==> src/rtl/board_ctrl_pkg.sv <==
// Shared constants and helpers for the board control front-end:
// switch bit positions and the rate-to-divisor mapping.
package board_ctrl_pkg;

    // Positions of the control fields inside the raw switch bank
    localparam int SW_GO      = 0;
    localparam int SW_RST     = 1;
    localparam int SW_RATE    = 2;
    localparam int SW_OP_LO   = 3;
    localparam int SW_OP_HI   = 5;
    localparam int SW_ADDR_LO = 6;

    // Width of the divider counter and of all divisor arithmetic
    localparam int DIV_W = 32;

    // Divisor for rate index k: the base divisor halved k times, never below 1
    function automatic logic [DIV_W-1:0] rate_div(input logic [DIV_W-1:0] n,
                                                  input int unsigned k);
        logic [DIV_W-1:0] shifted;
        shifted = (k >= DIV_W) ? '0 : (n >> k);
        return (shifted == '0) ? DIV_W'(1) : shifted;
    endfunction

endpackage

==> src/rtl/board_ctrl_debounce.sv <==
// Level debouncer: a new input level is accepted only after it has
// disagreed with the accepted level for DEBOUNCE consecutive cycles.
// rise pulses for one cycle, together with the accepted level going high.
module sw_debounce
    import board_ctrl_pkg::*;
#(
    parameter int DEBOUNCE = 200_000
) (
    input  logic clk,
    input  logic rst_n,
    input  logic din,
    output logic dout,
    output logic rise
);

    // Counter only needs to reach DEBOUNCE-1; the accepting cycle is the DEBOUNCE-th
    localparam int CW = (DEBOUNCE > 1) ? $clog2(DEBOUNCE) : 1;
    localparam logic [CW-1:0] CNT_LAST = CW'(DEBOUNCE - 1);

    logic [CW-1:0] cnt_reg;
    logic          stable_reg;
    logic          rise_reg;

    // Count disagreeing cycles; flip the accepted level when the run is long enough
    always_ff @(posedge clk or negedge rst_n) begin
        if (!rst_n) begin
            cnt_reg    <= '0;
            stable_reg <= 1'b0;
            rise_reg   <= 1'b0;
        end else begin
            rise_reg <= 1'b0;
            if (din == stable_reg) begin
                cnt_reg <= '0;
            end else if (cnt_reg == CNT_LAST) begin
                stable_reg <= din;
                cnt_reg    <= '0;
                rise_reg   <= din;
            end else begin
                cnt_reg <= cnt_reg + 1'b1;
            end
        end
    end

    assign dout = stable_reg;
    assign rise = rise_reg;

endmodule

==> src/rtl/board_ctrl.sv <==
// Board control front-end: synchronises switches and the step button,
// debounces the rate-step switch and step button, and produces the CPU
// clock-enable pulse from a selectable divider or a single-step request.
module board_ctrl
    import board_ctrl_pkg::*;
#(
    parameter int SW_WIDTH   = 16,
    parameter int ADDR_BITS  = 12,
    parameter int N          = 10_000_000,
    parameter int RATE_COUNT = 4,
    parameter int DEBOUNCE   = 200_000
) (
    input  logic                            clk,
    input  logic                            rst_n,
    input  logic [SW_WIDTH-1:0]             sw,
    input  logic                            step_btn,
    output logic                            tick,
    output logic                            go,
    output logic                            cpu_rst,
    output logic [$clog2(RATE_COUNT)-1:0]   rate_sel,
    output logic [2:0]                      display_op,
    output logic [ADDR_BITS-3:0]            ram_display_addr
);

    localparam int RSEL_W = $clog2(RATE_COUNT);
    localparam int SYNC_W = SW_WIDTH + 1;   // all switches plus the step button
    localparam int STEP_BIT = SW_WIDTH;
    localparam logic [RSEL_W-1:0] RATE_LAST = RSEL_W'(RATE_COUNT - 1);

    logic [SYNC_W-1:0] raw_in;
    logic [SYNC_W-1:0] sync_out;

    assign raw_in = {step_btn, sw};

    genvar gi;

    // ------------------------------------------------------------------
    // Two-flop synchroniser, one independent pair per input bit
    // ------------------------------------------------------------------
    generate
        for (gi = 0; gi < SYNC_W; gi++) begin : g_sync
            logic s1_reg;
            logic s2_reg;

            // Bring one asynchronous input bit into the clk domain
            always_ff @(posedge clk or negedge rst_n) begin
                if (!rst_n) begin
                    s1_reg <= 1'b0;
                    s2_reg <= 1'b0;
                end else begin
                    s1_reg <= raw_in[gi];
                    s2_reg <= s1_reg;
                end
            end

            assign sync_out[gi] = s2_reg;
        end
    endgenerate

    // Switch bits above the display address field carry no function
    generate
        if (SW_WIDTH > ADDR_BITS + 4) begin : g_unused_hi
            logic unused_hi;
            assign unused_hi = ^sync_out[SW_WIDTH-1:ADDR_BITS+4];
        end
    endgenerate

    // Plain level controls come straight from the synchronised bits
    logic go_s;
    logic cpu_rst_s;

    assign go_s             = sync_out[SW_GO];
    assign cpu_rst_s        = sync_out[SW_RST];
    assign go               = go_s;
    assign cpu_rst          = cpu_rst_s;
    assign display_op       = sync_out[SW_OP_HI:SW_OP_LO];
    assign ram_display_addr = sync_out[SW_ADDR_LO +: ADDR_BITS-2];

    // ------------------------------------------------------------------
    // Debounced rate-step switch and step button
    // ------------------------------------------------------------------
    logic rate_rise;
    logic step_rise;
    logic unused_rate_level;
    logic unused_step_level;

    sw_debounce #(
        .DEBOUNCE (DEBOUNCE)
    ) u_rate_db (
        .clk  (clk),
        .rst_n(rst_n),
        .din  (sync_out[SW_RATE]),
        .dout (unused_rate_level),
        .rise (rate_rise)
    );

    sw_debounce #(
        .DEBOUNCE (DEBOUNCE)
    ) u_step_db (
        .clk  (clk),
        .rst_n(rst_n),
        .din  (sync_out[STEP_BIT]),
        .dout (unused_step_level),
        .rise (step_rise)
    );

    // ------------------------------------------------------------------
    // Divisor lookup: one constant divisor per selectable rate
    // ------------------------------------------------------------------
    logic [DIV_W-1:0] div_table [RATE_COUNT];

    generate
        for (gi = 0; gi < RATE_COUNT; gi++) begin : g_div
            assign div_table[gi] = rate_div(DIV_W'(N), gi);
        end
    endgenerate

    logic [RSEL_W-1:0] rate_reg;
    logic [DIV_W-1:0]  cnt_reg;
    logic [DIV_W-1:0]  div_last;
    logic              tick_reg;

    assign div_last = div_table[rate_reg] - DIV_W'(1);

    // Advance the rate index on each accepted rising edge of the rate switch
    always_ff @(posedge clk or negedge rst_n) begin
        if (!rst_n) begin
            rate_reg <= '0;
        end else if (rate_rise) begin
            rate_reg <= (rate_reg == RATE_LAST) ? '0 : rate_reg + 1'b1;
        end
    end

    // Divider and tick: CPU reset beats a rate change, which beats terminal count / step
    always_ff @(posedge clk or negedge rst_n) begin
        if (!rst_n) begin
            cnt_reg  <= '0;
            tick_reg <= 1'b0;
        end else begin
            tick_reg <= 1'b0;
            if (cpu_rst_s) begin
                cnt_reg <= '0;
            end else if (rate_rise) begin
                cnt_reg <= '0;
            end else if (go_s) begin
                if (cnt_reg == div_last) begin
                    cnt_reg  <= '0;
                    tick_reg <= 1'b1;
                end else begin
                    cnt_reg <= cnt_reg + DIV_W'(1);
                end
            end else if (step_rise) begin
                // Paused: count holds, an accepted step press gives one tick
                tick_reg <= 1'b1;
            end
        end
    end

    assign tick     = tick_reg;
    assign rate_sel = rate_reg;

endmodule

==> config.mk <==
export PLATFORM = sky130hd
export DESIGN_NAME = board_ctrl
export DESIGN_NICKNAME = d
export VERILOG_FILES = /design/src/rtl/board_ctrl_pkg.sv /design/src/rtl/board_ctrl_debounce.sv /design/src/rtl/board_ctrl.sv
export SDC_FILE = /design/constraint.sdc
export NUM_CORES = 1
export LEC_CHECK = 0
export CAP_MARGIN = 20
export CORE_MARGIN = 3
export CORE_UTILIZATION = 30
export DETAILED_ROUTE_END_ITERATION = 16
export GPL_TIMING_DRIVEN = 0
export HOLD_SLACK_MARGIN = 0.03
export PLACE_DENSITY_LB_ADDON = 0.3
export SKIP_LAST_GASP = 1
export SLEW_MARGIN = 20
export SYNTH_ARGS = -nofsm -noshare
export SYNTH_HDL_FRONTEND = slang
export SYNTH_SLANG_ARGS = --single-unit
==> constraint.sdc <==
create_clock -name clk -period 8.1 [get_ports clk]
set_input_delay 2.43 -clock clk [delete_from_list [all_inputs] [get_ports clk]]
set_output_delay 2.43 -clock clk [all_outputs]
set_load 0.05 [all_outputs]
==> results of run 1 <==
-- cells by family after synthesis --
logic type | count (synthesis) | synth area share
AOI/OAI and AO/OA | 42 | 0.0533
xor gates and xnor gates | 44 | 0.0760
adders and majority gates | 12 | 0.0296
buffers and inverters | 40 | 0.0429
DFF | 109 | 0.538
muxes | 11 | 0.0222
and+or+nand+nor | 241 | 0.238
-- layer usage --
layer | routed length [µm] | part of all wire
met2 | 4940 | 0.47
met1 | 4960 | 0.47
met4 | 144 | 0.014
met5 | 0 | 0
met3 | 539 | 0.051
-- power by group through the flow --
| stage | combinational, mW | sequential [mW] | clock (mW) |
|---|---|---|---|
| 6_report | 0.0712 | 0.563 | 0.431 |
| 5_1_grt | 0.0779 | 0.564 | 0.478 |
| 4_1_cts | 0.0731 | 0.563 | 0.454 |
| 3_5_place_dp | 0.0727 | 0.574 | 0 |
| 3_3_place_gp | 0.0700 | 0.573 | 0 |
| 2_1_floorplan | 0.0346 | 0.574 | 0 |
-- synth_stat cells (2+ instances only) --
| library cell | n |
|---|---|
| nor3b_1 | 6 |
| and3_1 | 17 |
| nor2_1 | 52 |
| o311ai_0 | 3 |
| xor2_1 | 24 |
| mux2_2 | 2 |
| o211ai_1 | 2 |
| nor4b_1 | 3 |
| or4_1 | 2 |
| a211o_1 | 2 |
| xnor2_1 | 20 |
| o21ai_0 | 9 |
| a21oi_1 | 10 |
| nand2_1 | 46 |
| a31oi_1 | 5 |
| buf_2 | 6 |
| dfrtp_1 | 109 |
| clkbuf_1 | 10 |
| and4_1 | 4 |
| nand3_1 | 62 |
| o21a_1 | 5 |
| mux2i_1 | 9 |
| buf_4 | 14 |
| nand2b_1 | 2 |
| nor3_1 | 14 |
| nand4_1 | 11 |
| and2_1 | 3 |
| nor4_1 | 5 |
| ha_1 | 12 |
| or2_2 | 2 |
| or3_1 | 9 |
| inv_1 | 9 |
-- stage by stage --
| step | instance area [µm²] | hold slack (ns) | worst slack [ns] | util |
|---|---|---|---|---|
| detailed placement | 5730 | 0.335 | 4.27 | 0.353 |
| global placement | 5700 | 0.332 | 0.339 | 0.351 |
| finish | 6030 | 0.347 | 3.90 | 0.371 |
| floorplan | 5070 | 0.331 | 4.95 | - |
| global route | 6030 | 0.361 | 3.83 | 0.371 |
| CTS | 6030 | 0.352 | 3.87 | 0.371 |
-- worst paths after layout --
check | start | endpoint | slack (ns)
worst max-delay path | rate_sel[1] | rate_sel[1] | 3.90
worst min register to register | g_sync[7].s1_reg | g_sync[7].s2_reg | 0.35
min in group asynchronous | rst_n | g_sync[15].s1_reg | 1.98
max in group asynchronous | rst_n | cnt_reg[17] | 5.45
worst min-delay path | g_sync[7].s1_reg | g_sync[7].s2_reg | 0.35
worst max register to register | rate_sel[0] | cnt_reg[8] | 5.13
-- area by class of cell --
type,count,area share
sequential,109,0.453
multi-input combinational,350,0.353
tap,216,0.0449
clock inverter,7,0.0112
inverter,9,0.00561
timing repair buffer,37,0.0646
clock buffer,9,0.0374
buffer,31,0.0305
==> impl_metrics.yaml, run 1 <==
run_status:
  status: "finished, final reports clean"
timing:
  fin_skew_ns: 0.00757
  fin_crit_ns: 4.20
  rsz0062_at_grt: "no"
  drv_slew: 0
  worst_pin_slew_ns: 0.838
  hold_viol_final: 0
  timing.fmax_mhz: 238
  setup-tns-final_ns: 0
  setup_violations: 0
  slew_headroom: 0.437
  period_share: 0.519
power_and_ir_drop:
  seq_power_share: 0.528
  power_frac_comb: 0.067
  leakagePower_nw: 2.57
  internal_power_mw: 0.798
  p_total_mw: 1.07
  clkPwrFrac: 0.405
  vdd_ir_drop_max_mv: 0.134
  power_density_nw_per_um2: 177
  switching_power_mw: 0.267
  sw_frac_of_total: 0.251
synthesis:
  netlist_area_um2: 5070
  ys_warn_count: 0
  synthCells: 499
  avgSynthCellArea_um2: 10.2
  synthArstFlopShare: 1.00
  yosysTopAreaCell: "dfrtp_1"
  syn-num-nets: 530
  synth_seq_cells: 109
  synthFlopType: "dfrtp_1"
  yosysTopAreaCellShare: 0.538
  synth_edf_count: 0
  yosysSeqAreaShare: 0.538
  synth_area_leaders: "dfrtp_1, nand3_1, xor2_1"
  synth_cell_type_count: 42
placement:
  dpl.hpwl_um: 7370
  dp_cells: 752
  io_buffer_count: 36
  gp_congestion: 0.844
global_route:
  grt_use_met1: 0.164
  antenna_found_initial: 0
  grt_max_degree: 69
  first_global_vias: 3542
  grt_busiest_layer: "met2"
  use_met3: 0.0355
  grt-ovfl-total: 0
  use_met2: 0.190
  grt_pass1_wl_um: 17800
  grt_usage: 0.122
cts:
  clkSinkCount: 109
  cts_resized: 0
  clock_latency_ns: 0.36
  cts_setup_buffers: 0
  numCtsBuffers: 9
  cts_tree: "done"
  cts.hold.buffers_added: 0
  cts-root-buf: "clkbuf_16"
  clk_pin_slew_worst_paths_ns: 0.08
  cts_buffer_depth: 2
  cts-htree-levels: 3
layout:
  nNetsFinal: 578
  ff_latch_area_um2: 2730
  multiInputGateArea_um2: 2130
  antenna_cells: 0
  layout_commonest_cell: "dfrtp_1"
  syn_to_final_growth_pct: 18.8
  largest_reg_flops: 32
  drive_above_1_share: 0.0797
  finalNonFillerCells: 768
  final_cell_mix: "dfrtp_1, nand3_1, nor2_1"
  fillerInstances: 1649
floorplan:
  die_w_um: 136
  initial_core_util: 0.313
  ioPinCount: 37
  dieHeight_um: 136
  die-area_um2: 18500
  coreArea_um2: 16200
  rows: 46
critical_path:
  r2r_cells: 12
  crit_family: "buffers and inverters"
  critPathSlowestCell: "clkdlybuf4s50_1"
  arrival_ns: 1.77
  path_buf_inv: 1
  slowest_delay_ns: 0.87
  worst-path-stages: 1
  path_cells: "clkdlybuf4s50_1"
  worst-path-max-fanout: 8
  endpoint_kind: "primary output"
  crit_type: "register to primary output"
  cp_data_required_time_ns: 5.67
  cp-start-kind: "register"
route:
  finalWirelength_um: 10600
  drc_errors: 0
  wl_per_cell_um: 13.8
  viasPerCell: 4.80
  dr.pass1.iters: 4
  vias: 3690
  first_iter_violations: 279
  ant_nets: 0
job:
  drv_cap: 0
min_path:
  hold_path_class: "register to register"
  hold_path_depth: 0
No activity file was read; power rests on OpenSTA's default activity.
==> run 2, diff against run 1 <==
==> constraint.sdc (replaced) <==
create_clock -name clk -period 3.7 [get_ports clk]
set_input_delay 1.11 -clock clk [delete_from_list [all_inputs] [get_ports clk]]
set_output_delay 1.11 -clock clk [all_outputs]
set_load 0.05 [all_outputs]
==> results of run 2 <==
Same layout as run 1 (identical final DEF). Status: finished, final reports clean.
Among the figures that moved: setup slack after placement 4.27 ns -> 0.745 ns; setup slack after layout 3.90 ns -> 0.727 ns; start point of the critical path rate_sel[1] -> rate_sel[0]; end point of the critical path rate_sel[1] -> cnt_reg[8]; register-to-register setup slack 5.13 ns -> 0.73 ns; total power 1.07 mW -> 2.33 mW; worst IR drop on VDD 0.134 mV -> 0.293 mV
==> run 3, diff against run 2 <==
==> constraint.sdc (replaced) <==
create_clock -name clk -period 2.5 [get_ports clk]
set_input_delay 0.75 -clock clk [delete_from_list [all_inputs] [get_ports clk]]
set_output_delay 0.75 -clock clk [all_outputs]
set_load 0.05 [all_outputs]
==> run 3 against run 2 <==
Net effect:
- the flow now finishes with violations (setup timing)
- register-to-register slack got worse by 0.87 ns
- first-iteration DRC count fell by 12%
- largest power group unchanged
- clock-buffer cell count rose by 3
- maximum frequency rose by 12%
- highest routed layer unchanged
==> impl_metrics.yaml, run 3 (same netlist as run 1, synthesis figures left out) <==
cts:
  cts_tree: "done"
  cts-htree-levels: 3
  numCtsBuffers: 9
  cts_buffer_depth: 2
  clk_pin_slew_worst_paths_ns: 0.08
  clock_latency_ns: 0.35
  clkSinkCount: 109
  cts.hold.buffers_added: 0
  cts-root-buf: "clkbuf_16"
power_and_ir_drop:
  vdd_ir_drop_max_mv: 0.303
  leakagePower_nw: 2.80
  power_density_nw_per_um2: 535
timing:
  fin_crit_ns: 2.65
  setup-tns-final_ns: -2.61
  period_share: 1.06
  timing.fmax_mhz: 378
  hold_viol_final: 0
  drv_slew: 0
  setup_violations: 31
  slew_headroom: 0.501
  rsz0062_at_grt: "yes"
  worst_pin_slew_ns: 0.744
  setup_ws_ns: -0.146
  fin_skew_ns: 0.0160
route:
  viasPerCell: 4.88
  wl_per_cell_um: 14.6
  ant_nets: 0
  first_iter_violations: 245
  finalWirelength_um: 11500
  drc_errors: 0
  vias: 3825
  dr.pass1.iters: 4
layout:
  largest_reg_flops: 32
  nNetsFinal: 594
  drive_above_1_share: 0.188
  final_cell_mix: "dfrtp_1, nor2_1, nand3_1"
  syn_to_final_growth_pct: 29.4
  finalNonFillerCells: 784
  layout_commonest_cell: "dfrtp_1"
  antenna_cells: 0
global_route:
  grt_pass1_wl_um: 19000
  grt_usage: 0.129
  antenna_found_initial: 0
  grt-ovfl-total: 0
  first_global_vias: 3751
  grt_max_degree: 63
floorplan:
  coreArea_um2: 16200
  ioPinCount: 37
  dieHeight_um: 136
  initial_core_util: 0.313
  die-area_um2: 18500
  rows: 46
  die_w_um: 136
critical_path:
  r2r_cells: 9
  rr_startpoint: "rate_sel[1]"
  worst-path-max-fanout: 6
  slowest_delay_ns: 0.49
  timing.rr.end: "cnt_reg[21]"
  cp-start-kind: "register"
  critPathSlowestCell: "dfrtp_4"
  r2r_slack_ns: -0.15
  cp-startpoint: "rate_sel[1]"
  crit_type: "register to register"
  arrival_ns: 2.89
  cp_data_required_time_ns: 2.74
  endpoint_kind: "register"
  path_cells: "clkinvlp_4 -> ha_4 -> or4bb_1 -> o22ai_2 -> o2111ai_4 -> o21a_4 -> buf_6 -> and3_4 -> a221o_1"
run_status:
  violations: "setup timing"
  status: "finished with violations"
placement:
  dp_cells: 752
  dpl.hpwl_um: 7430
  io_buffer_count: 36
  gp_congestion: 0.895
job:
  drv_cap: 0
min_path:
  hold_path_class: "input pin to async pin"
==> run 3: worst max-delay path, delay by kind of cell (launching register included) <==
family	cells	cell delay (ns)
AOI/OAI and AO/OA	4	0.87
buffers and inverters	2	0.29
and+or+nand+nor	2	0.56
DFF	1	0.49
adders and majority gates	1	0.31
==> run 3: per-stage QoR <==
| step | power [mW] | hold WS (ns) | setup slack (ns) | instance area, µm² | util |
|---|---|---|---|---|---|
| 4_1_cts | 3.56 | 0.332 | -0.133 | 6270 | 0.387 |
| 3_3_place_gp | 2.09 | 0.331 | -4.35 | 5770 | 0.356 |
| 5_1_grt | 3.67 | 0.347 | -0.223 | 6570 | 0.405 |
| 3_5_place_dp | 2.10 | 0.335 | -0.372 | 5800 | 0.358 |
| 6_report | 3.51 | 0.321 | -0.146 | 6570 | 0.405 |
| 2_1_floorplan | 1.97 | 0.331 | -0.140 | 5140 | - |
==> run 3: power breakdown <==
group | internal, mW | leakage (nW) | switching, mW
clock | 0.778 | 0.141 | 0.636
combinational | 0.116 | 1.23 | 0.159
sequential | 1.80 | 1.43 | 0.0225
total | 2.69 | 2.80 | 0.817
==> run 3: routing by layer <==
layer | global-route usage | part of all wire | vias up
li1 | - | - | 1856
met1 | 0.173 | 0.46 | 1883
met2 | 0.207 | 0.49 | 70
met3 | 0.0285 | 0.039 | 16
met4 | 0.0459 | 0.016 | 0
met5 | 0 | 0 | -
==> run 3: final cells by class <==
cell class	count	area, µm²
multi-input combinational	350	2420
buffer	31	229
clock inverter	4	48.8
tap	216	270
fill	1549	9660
sequential	109	2740
inverter	9	42.5
clock buffer	12	236
timing repair buffer	53	583
==> run 3: worst max-delay path by stage <==
stage / end / slack, ns / depth (start not counted)
floorplan: cnt_reg[27] / -0.14 / 11
global placement: rate_sel[1] / -4.35 / 1
detailed placement: cnt_reg[9] / -0.37 / 8
CTS: cnt_reg[27] / -0.13 / 9
global route: cnt_reg[27] / -0.22 / 9
finish: cnt_reg[21] / -0.15 / 9
==> run 3: repair_timing <==
item	CTS	global route
cloned	0	3
pin swaps	7	17
endpoints found under the hold margin	0	0
resized for setup	18	47
buffers inserted	11	2
endpoints found under the setup margin	32	40
==> RTL edit: new RTL, config.mk and constraints of run 2 <==
`DIV_W`: 32 -> 24.
--- a/src/rtl/board_ctrl_pkg.sv
+++ b/src/rtl/board_ctrl_pkg.sv
@@ -13,3 +13,3 @@
     // Width of the divider counter and of all divisor arithmetic
-    localparam int DIV_W = 32;
+    localparam int DIV_W = 24;
 
Behaviour: same outputs for any inputs over 10 cycles, from zero or initial values and one cycle with rst_n low; that may be too few to reach the edited logic, so the function may still have changed.
==> RTL edit against run 2 <==
Largest cell class unchanged; first-iteration DRC count down 35%; wire length down 11%; worst setup slack better by 0.12 ns; total power down 4.7%; sequential cell count down 8; largest power group unchanged; register-to-register slack better by 0.41 ns; highest routed layer unchanged; synthesized area down 8.7%; maximum frequency up 4.4%; critical path depth down 11; worst hold slack better by 0.0031 ns; design area down 7.9%; sequential power down 7%.
==> RTL edit: results <==
export IMPL_crit_path_max_fanout=8
export IMPL_r2r_slack_ns=1.14
export IMPL_finalWirelength_um=9380
export IMPL_grt_pass1_vias=3342
export IMPL_gr_usage_met2=0.189
export IMPL_seq_power_mw=1.14
export IMPL_use_met1=0.160
export IMPL_wire_per_inst_um=13.8
export IMPL_tightest_slew_ns=0.636
export IMPL_grt_pass1_wl_um=16300
export IMPL_grt_max_degree=54
export IMPL_hpwlAfterDp_um=6700
export IMPL_r2r_cells=9
export IMPL_hp_start="g_sync[0].s1_reg"
export IMPL_cp_endpoint="rate_sel[1]"
export IMPL_ys_seq_area_frac=0.546
export IMPL_ir_worst_vdd_uv=229
export IMPL_fin_skew_ns=0.00464
export IMPL_vias_per_cell=4.90
export IMPL_synth_area_leaders="dfrtp_1, xor2_1, nor2_1, nand3_1, xnor2_1"
export IMPL_switching_power_uw=543
export IMPL_nNetsFinal=519
export IMPL_critPathSlowestCell="clkdlybuf4s50_1"
export IMPL_clk_latency_ns=0.34
export IMPL_min_period_over_period=0.770
export IMPL_synth_fp_nets=471
export IMPL_layout_drive_gt1_share=0.0948
export IMPL_fin_hold_ws_ns=0.350
export IMPL_post_synth_num_cell_types=49
export IMPL_leakagePower_nw=2.39
export IMPL_drt_iter0_drc=180
export IMPL_dp_cells=664
export IMPL_cp_slowest_stage_delay_ns=0.87
export IMPL_gp_congestion=0.883
export IMPL_yosys_top_cells_count="dfrtp_1, nor2_1, nand2_1"
export IMPL_placed_area_sq_um=5250
export IMPL_r2r_end="cnt_reg[17]"
export IMPL_dr_wl_met3_um=396
export IMPL_grtUsageMet3=0.0340
export IMPL_syn_avg_cell_area_sq_um=10.5
export IMPL_holdPathEnd="go"
export IMPL_p_clk_frac=0.420
export IMPL_dr_wl_met2_um=4370
export IMPL_critPathLaunch="rate_sel[1]"
export IMPL_outcome="completed"
export IMPL_n_fill_cell=1453
export IMPL_grt_usage=0.121
export IMPL_largest_reg_flops=24
export IMPL_wl_met1_um=4470
export IMPL_switching_share=0.245
==> RTL edit: cell types whose count changed in the layout (fill, tap and decap cells not counted), moves of 4 or more <==
cell      change
nand3_1      -28
nand2_1       -9
dfrtp_1       -8
nor3_1        +7
mux2i_1       -6
o21a_1        -5
o31ai_1       +5
or3_1         -5
a22o_1        +4
o311ai_1      +4
==> RTL edit: final cells by class <==
class	count	area [sq um]	area share
multi-input combinational	307	1900	0.342
clock inverter	6	61.3	0.0110
buffer	29	183	0.0329
clock buffer	10	239	0.0430
sequential	101	2530	0.455
inverter	6	22.5	0.00406
tap	184	230	0.0415
timing repair buffer	37	389	0.0701
==> RTL edit: logic make-up after synthesis <==
logic type	count (synthesis)	share of synthesized area
AND/OR/NAND/NOR	200	0.215
AO/OA/AOI/OAI	49	0.0756
XOR/XNOR	43	0.0813
buffers and inverters	35	0.0443
multiplexers	6	0.0138
flip-flops	101	0.546
adder cells (fa/ha/maj)	9	0.0243
